`config.mk`:
```
export PLATFORM = sky130hd
export DESIGN_NAME = serial_sub_ctrl
export DESIGN_NICKNAME = d
export VERILOG_FILES = /design/src/rtl/serial_sub_pkg.sv /design/src/rtl/full_sub.sv /design/src/rtl/serial_sub_ctrl.sv
export SDC_FILE = /design/constraint.sdc
export NUM_CORES = 1
export LEC_CHECK = 0
export BUFFER_PORTS_ARGS = -buffer_cell sky130_fd_sc_hd__buf_2
export CELL_PAD_IN_SITES_DETAIL_PLACEMENT = 1
export CELL_PAD_IN_SITES_GLOBAL_PLACEMENT = 2
export CORE_ASPECT_RATIO = 1.2
export CORE_MARGIN = 4
export CORE_UTILIZATION = 34
export CTS_CLUSTER_SIZE = 40
export DETAILED_ROUTE_END_ITERATION = 7
export PLACE_DENSITY = 0.78
export SLEW_MARGIN = 20
export SYNTH_ARGS = -nofsm -noshare
export SYNTH_HDL_FRONTEND = slang
export SYNTH_HIERARCHICAL = 1
export SYNTH_SLANG_ARGS = --single-unit
```
`constraint.sdc`:
```
create_clock -name clk -period 1.4 [get_ports clk]
set_clock_uncertainty 0.05 [all_clocks]
set_input_delay 0 -clock clk [delete_from_list [all_inputs] [get_ports clk]]
set_output_delay 0 -clock clk [all_outputs]
set_load 0.01 [all_outputs]
```
`src/rtl/serial_sub_pkg.sv`:
```
// Shared types and defaults for the bit-serial subtractor controller.
package serial_sub_pkg;

   localparam int DEFAULT_WIDTH = 8;

   typedef enum logic [1:0] {
      IDLE  = 2'd0,
      SHIFT = 2'd1,
      DONE  = 2'd2
   } state_t;

endpackage

```
`src/rtl/full_sub.sv`:
```
// One-bit full subtractor: d = a - b - bin, with borrow-out.
module full_sub (
   input  logic i_a,
   input  logic i_b,
   input  logic i_bin,
   output logic o_d,
   output logic o_bout
);

   assign o_d    = i_a ^ i_b ^ i_bin;
   assign o_bout = (~i_a & i_b) | (~(i_a ^ i_b) & i_bin);

endmodule

```
`src/rtl/serial_sub_ctrl.sv`:
```
// Bit-serial subtractor controller: diff = a - b - bin, one bit per clock, LSB first.
// Optional signed-overflow flag enabled by defining SERIAL_SUB_SIGNED_OVF_EN.
module serial_sub_ctrl
   import serial_sub_pkg::*;
#(
   parameter int WIDTH = DEFAULT_WIDTH
) (
   input  logic             clk,
   input  logic             rst_n,
   input  logic             start,
   input  logic [WIDTH-1:0] a,
   input  logic [WIDTH-1:0] b,
   input  logic             bin,
   output logic             busy,
   output logic             done,
   output logic [WIDTH-1:0] diff,
   output logic             bout,
   output logic             ovf
);

   localparam int             CW   = $clog2(WIDTH + 1);
   localparam logic [CW-1:0]  LAST = CW'(WIDTH - 1);

   state_t           r_state;
   logic [WIDTH-1:0] r_a;
   logic [WIDTH-1:0] r_b;
   logic [WIDTH-1:0] r_diff;
   logic [CW-1:0]    r_cnt;
   logic             r_borrow;
   logic             r_busy;
   logic             r_done;
   logic             r_bout;
   logic             w_d;
   logic             w_bo;
   logic [WIDTH-1:0] w_diff_nxt;

   full_sub u_full_sub (
      .i_a    (r_a[0]),
      .i_b    (r_b[0]),
      .i_bin  (r_borrow),
      .o_d    (w_d),
      .o_bout (w_bo)
   );

   // New difference bit enters at the MSB so the last bit lands everything in place.
   always_comb begin
      w_diff_nxt            = r_diff >> 1;
      w_diff_nxt[WIDTH-1]   = w_d;
   end

   always_ff @(posedge clk or negedge rst_n) begin
      if (!rst_n) begin
         r_state  <= IDLE;
         r_a      <= '0;
         r_b      <= '0;
         r_diff   <= '0;
         r_cnt    <= '0;
         r_borrow <= 1'b0;
         r_busy   <= 1'b0;
         r_done   <= 1'b0;
         r_bout   <= 1'b0;
      end else begin
         case (r_state)
            IDLE: begin
               r_done <= 1'b0;
               if (start) begin
                  r_a      <= a;
                  r_b      <= b;
                  r_borrow <= bin;
                  r_cnt    <= '0;
                  r_busy   <= 1'b1;
                  r_state  <= SHIFT;
               end
            end
            SHIFT: begin
               r_a      <= r_a >> 1;
               r_b      <= r_b >> 1;
               r_borrow <= w_bo;
               r_diff   <= w_diff_nxt;
               r_cnt    <= r_cnt + CW'(1);
               if (r_cnt == LAST) begin
                  r_bout  <= w_bo;
                  r_done  <= 1'b1;
                  r_state <= DONE;
               end
            end
            DONE: begin
               r_done  <= 1'b0;
               r_busy  <= 1'b0;
               r_state <= IDLE;
            end
            default: begin
               r_done  <= 1'b0;
               r_busy  <= 1'b0;
               r_state <= IDLE;
            end
         endcase
      end
   end

`ifdef SERIAL_SUB_SIGNED_OVF_EN
   logic r_a_msb;
   logic r_b_msb;
   logic r_ovf;

   // Operand sign bits are kept aside because the operand registers shift out.
   always_ff @(posedge clk or negedge rst_n) begin
      if (!rst_n) begin
         r_a_msb <= 1'b0;
         r_b_msb <= 1'b0;
         r_ovf   <= 1'b0;
      end else if (r_state == IDLE && start) begin
         r_a_msb <= a[WIDTH-1];
         r_b_msb <= b[WIDTH-1];
      end else if (r_state == SHIFT && r_cnt == LAST) begin
         r_ovf <= (r_a_msb != r_b_msb) && (w_d != r_a_msb);
      end else begin
         r_ovf <= r_ovf;
      end
   end

   assign ovf = r_ovf;
`else
   assign ovf = 1'b0;
`endif

   assign busy = r_busy;
   assign done = r_done;
   assign diff = r_diff;
   assign bout = r_bout;

endmodule

```
### Word-level counts from Yosys, hierarchy flattened

Cells that the tools add are included.

* register bits after elaboration: 34
* input port bits: 20
* output and inout bits: 12
* word-level logic and storage cells: 43

* add/subtract/negate cells: 1
* equality and inequality tests: 4
* multiplexer cells: 15
* bitwise logic cells: 8
* reduce and logical (&&, ||, !) cells: 6

Operators by type and width (count)
* 8-bit case mux with 2 select lines: 2
* 8-bit 2-to-1 mux: 2
* 4-bit case mux with 2 select lines: 1
* 2-bit AND reduction: 4
* 4-bit by 1-bit adder with 4-bit output (second input constant): 1
* 4-bit by 3-bit == test with 1-bit output (second input constant): 1
* 1-bit 2-to-1 mux: 4
* 2-bit 2-to-1 mux: 2
* 4-bit 2-to-1 mux: 1
* 2-bit inequality test (second input constant): 2
* 1-bit case mux with 2 select lines: 2
* 2-bit case mux with 2 select lines: 1
* 1-bit inverter: 3
* 1-bit AND: 2
* 2-bit by 1-bit == test with 1-bit output (second input constant): 1
* 2-bit zero test: 1
* 2-bit nonzero test: 1
* 1-bit bitwise XOR: 2
* 1-bit bitwise OR: 1

### Depth between registers and ports, before layout

* depth after elaboration: 5
* depth in mapped cells: 5
* gate-level depth less buffers: 5

### Cells and area by module

Netlist, hierarchy kept.

Modules (own cells, without submodules)
* serial_sub_ctrl: times used 1, cells each 127, area an instance 1451.4 um^2, seq. area each 850.8 um^2
* full_sub: times used 1, cells each 4, area an instance 31.3 um^2, seq. area each 0.0 um^2

### Least setup slack after synthesis

No wires, ideal clock.

* path type: register -> register
* from: register r_cnt[0]
* to: register r_bout, in the netlist bout
* library setup time: 0.128 ns
* data arrival time: 1.101 ns
* data required time: 1.222 ns
* slack: 0.122 ns
* cell stages (with the launch flop): 5
* path buffers: 0
* clock period less this slack: 1.278 ns
* cell sequence: dfrtp_1 > ha_1 > nand2_1 > nor3_2 > mux2_1

* longest elaborated chain between the ends: 2

RTL lines
* from (decl): line serial_sub_ctrl.sv:28 `logic [CW-1:0] r_cnt;`
* from (signal assigned): line serial_sub_ctrl.sv:80 `r_cnt <= r_cnt + CW'(1);`
* 4-bit by 3-bit == test with 1-bit output: line serial_sub_ctrl.sv:81 `if (r_cnt == LAST) begin`
* 2-bit AND reduction (no source line)
* to (signal assigned): line serial_sub_ctrl.sv:82 `r_bout <= w_bo;`
* to (decl): line serial_sub_ctrl.sv:32 `logic r_bout;`

No other way between the ends.
A chain may end at the register's enable or synchronous reset.

### Worst setup path after layout

* from: register r_cnt[1]
* to: register r_bout, in the netlist bout

Same word-level chain as after synthesis.

==> key figures <==
Logic synthesis
  – Synth Flop Type: dfrtp_1
  – Count of cell types in the netlist: 24
  – Most frequent cell after synthesis: dfrtp_1
  – Async S/R FF share, synth: 1.00
  – Sequential area share after synthesis: 0.574
  – Synthesized instance count: 131
  – Synth Warn #: 6
  – Number of synthesized flops with an enable pin: 0
  – Mean area per synthesized cell: between 10 and 15 um2
  – Synth Cell Area: 0.00148 mm2
  – Synth cell count leaders: dfrtp_1 (34), nand2_1 (19), o21ai_1 (17), a22oi_1 (15), mux2_1 (8)
  – Seq cells post-synth: 34
  – Top cell type's share of synthesized area: 0.574
  – Synth area leader: dfrtp_1
  – Top cells by area, synth: dfrtp_1 (57%), a22oi_1 (7.6%), mux2_1 (6.1%), o21ai_1 (5.7%), nand2_1 (4.8%)
  – Syn_nets: between 150 and 200

Cells and area
  – Final core utilization: 0.474
  – Final std cells w/o fill: around 240
  – Ant. Diodes: 0
  – Fill cell count: 490
  – Syn-to-layout area delta: 35.2%
  – Fraction of layout cells with a size suffix above 1: 0.293
  – Final nets: roughly 210

Pwr
  – Leak: 0.933 nW
  – Worst vdd ir: 0.000742 V
  – Power Density: around 2100 mW/mm2
  – Total power: between 4 and 5 mW

Worst setup path
  – R2R depth: 4
  – Critical-path cell list: ha_1, nand2_1, nor3_2, mux2_1
  – Setup crit end: bout
  – Max Fanout on Critical Path: 3
  – Crit path launch type: flip-flop
  – CP max stage cell: dfrtp_1
  – Crit path largest cell delay: between 300 and 400 ps
  – Kind of critical path: flip-flop to flip-flop
  – Slack of the worst reg-to-reg path: 60 ps
  – Setup crit end kind: flip-flop
  – Worst Path Arrival: ~1400 ps
  – Worst setup path start: r_cnt[1]
  – Reg-to-reg endpoint: bout
  – R2r startpoint: r_cnt[1]
  – CP required: 1510 ps

GRT
  – Met2 Usage GRT: 0.258
  – All-layer global routing usage: 0.147
  – Grt total ovfl: 0
  – M3 GR Usage: 0.0420
  – Vias in the first global route: approximately 1,300
  – GRT Max-Usage Layer: met2
  – Met1 Use GR: 0.168
  – Pin count of the biggest net entering global routing: 19
  – Antenna violations before repair: 0
  – First-pass GRT wire length: just under 6000 um

STA
  – RSZ-0062 raised after global routing: yes
  – Final worst-path cycle share: 0.955
  – Maximum clock rate: 748 MHz
  – Post-route setup slack: approximately 63 ps
  – Max Slew Vio Count: 0
  – Setup TNS: 0 ps
  – Final Hold Vio Count: 1
  – Min Hold Slack: -3.37 ps
  – Setup-failing EPs final: 0
  – Min cycle time layout: between 1000 and 1500 ps

Clock tree
  – H-tree levels: 2
  – Clk Latency, worst-skew pair: 280 ps
  – CTS clk-pin slew, worst paths: around 70 ps
  – Clk sinks: 34
  – Longest Clk Path Bufs: 2
  – CTS tree: done
  – Root Buffer: clkbuf_8
  – Num CTS Buffers: 5

Detailed routing
  – Via Count: around 1,200
  – Routed wire per std cell: around 14 um
  – Drt pass-1 iters: 4
  – Drt drc: 0
  – WL final: 3510 um
  – Post-route ant nets: 0
  – DR vias/cell: 4.76
  – DRT iter0 DRCs: 46

Placed design
  – Post-Place Worst Slack: -8.11 ps
  – GPL Wtd Cong: approximately 0.74
  – DP Cell Count: between 200 and 250
  – Hpwl dp: 2490 um
  – I/O Buffers: 30

Run
  – Maxcap violations: 0

Worst hold path
  – HP Class: primary input to flip-flop

Die
  – Initial Util: 0.351
  – Chip height: ~80 um
  – I/O Pins: 32
  – Die Area: 0.00549 mm2
  – FP Rows: 26
  – Core footprint: approximately 0.0042 mm2
  – Die width: approximately 68 um

Outcome
  – Failing checks: negative hold slack
  – Outcome: complete, but fails checks
[logic make-up after synthesis]
logic type	Yosys count	share of synthesized area
compound gates	37	0.167
fa+ha+maj	2	0.0219
buf+inv	14	0.0582
flops	34	0.574
mux	10	0.0760
other cells	1	0.00253
simple gates	33	0.100
[routing by layer]
layer	wire length [um]	up-vias
li1	-	567
met1	1410	560
met2	1880	32
met3	192	2
met4	27	0
met5	0	-
[worst max-delay path: cells and delay by family, from the launching register on]
family / cells / cell delay [ps]
simple gates: 2 / 240
flops: 1 / 370
mux: 1 / 360
fa+ha+maj: 1 / 190
[power breakdown]
part,internal (mW),leakage (nW),switching (mW)
sequential,1.41,0.428,0.280
combinational,0.857,0.456,0.876
clock,0.396,0.0482,0.331
total,2.66,0.933,1.49
[cell type report]
| cell class | count | area, um2 | area share |
|---|---|---|---|
| Clock buffer | 7 | 86.3 | 0.0431 |
| Clock inverter | 1 | 5.00 | 0.00250 |
| Inverter | 4 | 15.0 | 0.00749 |
| Multi-Input combinational cell | 83 | 553 | 0.276 |
| Sequential cell | 34 | 852 | 0.425 |
| Tap cell | 56 | 70.1 | 0.0350 |
| Timing Repair Buffer | 59 | 423 | 0.211 |
[stage by stage]
step                      area, um2  hold slack [ps]
after floorplan                1480             -346
after global placement         1720             -101
after detailed placement       1720            -95.2
after CTS                      1990            0.257
after global routing           2000             29.0
final                          2000            -3.37
[how the worst min path moves through the flow]
stage | startpoint | to | slack, ps | cells past startpoint
after global routing | b[3] | r_b[3] | 30 | 3
after floorplan | rst_n | bout | -350 | 0
after detailed placement | rst_n | diff[4] | -100 | 1
after CTS | b[3] | r_b[3] | 0.3 | 3
after global placement | rst_n | diff[6] | -100 | 1
final | b[3] | r_b[3] | -3 | 3
[sequential cells by signal, indices dropped and copies added, names as in the netlist]
name and count:
busy 1, done 1, diff 8, r_b 8
r_state 2, r_a 8, r_cnt 4, r_borrow 1
bout 1
[cell usage in the layout, fill, tap and decap left out, drive strengths merged]
cell type / Yosys / routed
nor2b: 2 / 2
clkbuf: 1 / 7
a21oi: 1 / 1
nand2b: 1 / 1
a22o: 3 / 3
mux2: 10 / 10
buf: 9 / 42
conb: 1 / 1
nor2: 5 / 5
dfrtp: 34 / 34
o21ai: 17 / 17
nand3: 3 / 3
nand2: 19 / 19
inv: 4 / 4
fa: 1 / 1
or3: 1 / 1
a22oi: 15 / 15
nor3: 1 / 1
ha: 1 / 1
dlygate4sd3: 0 / 17
o21bai: 1 / 1
clkinv: 0 / 1
and3b: 1 / 1
[repair_timing]
action | 4_1_cts | 5_1_grt
gates resized for setup | 0 | 2
endpoints found under the hold margin | 50 | 0
setup buffers | 1 | 1
hold buffers | 17 | 0
endpoints found under the setup margin | 1 | 1
pin swaps | 0 | 1
Power figures use the tool's default switching activity.
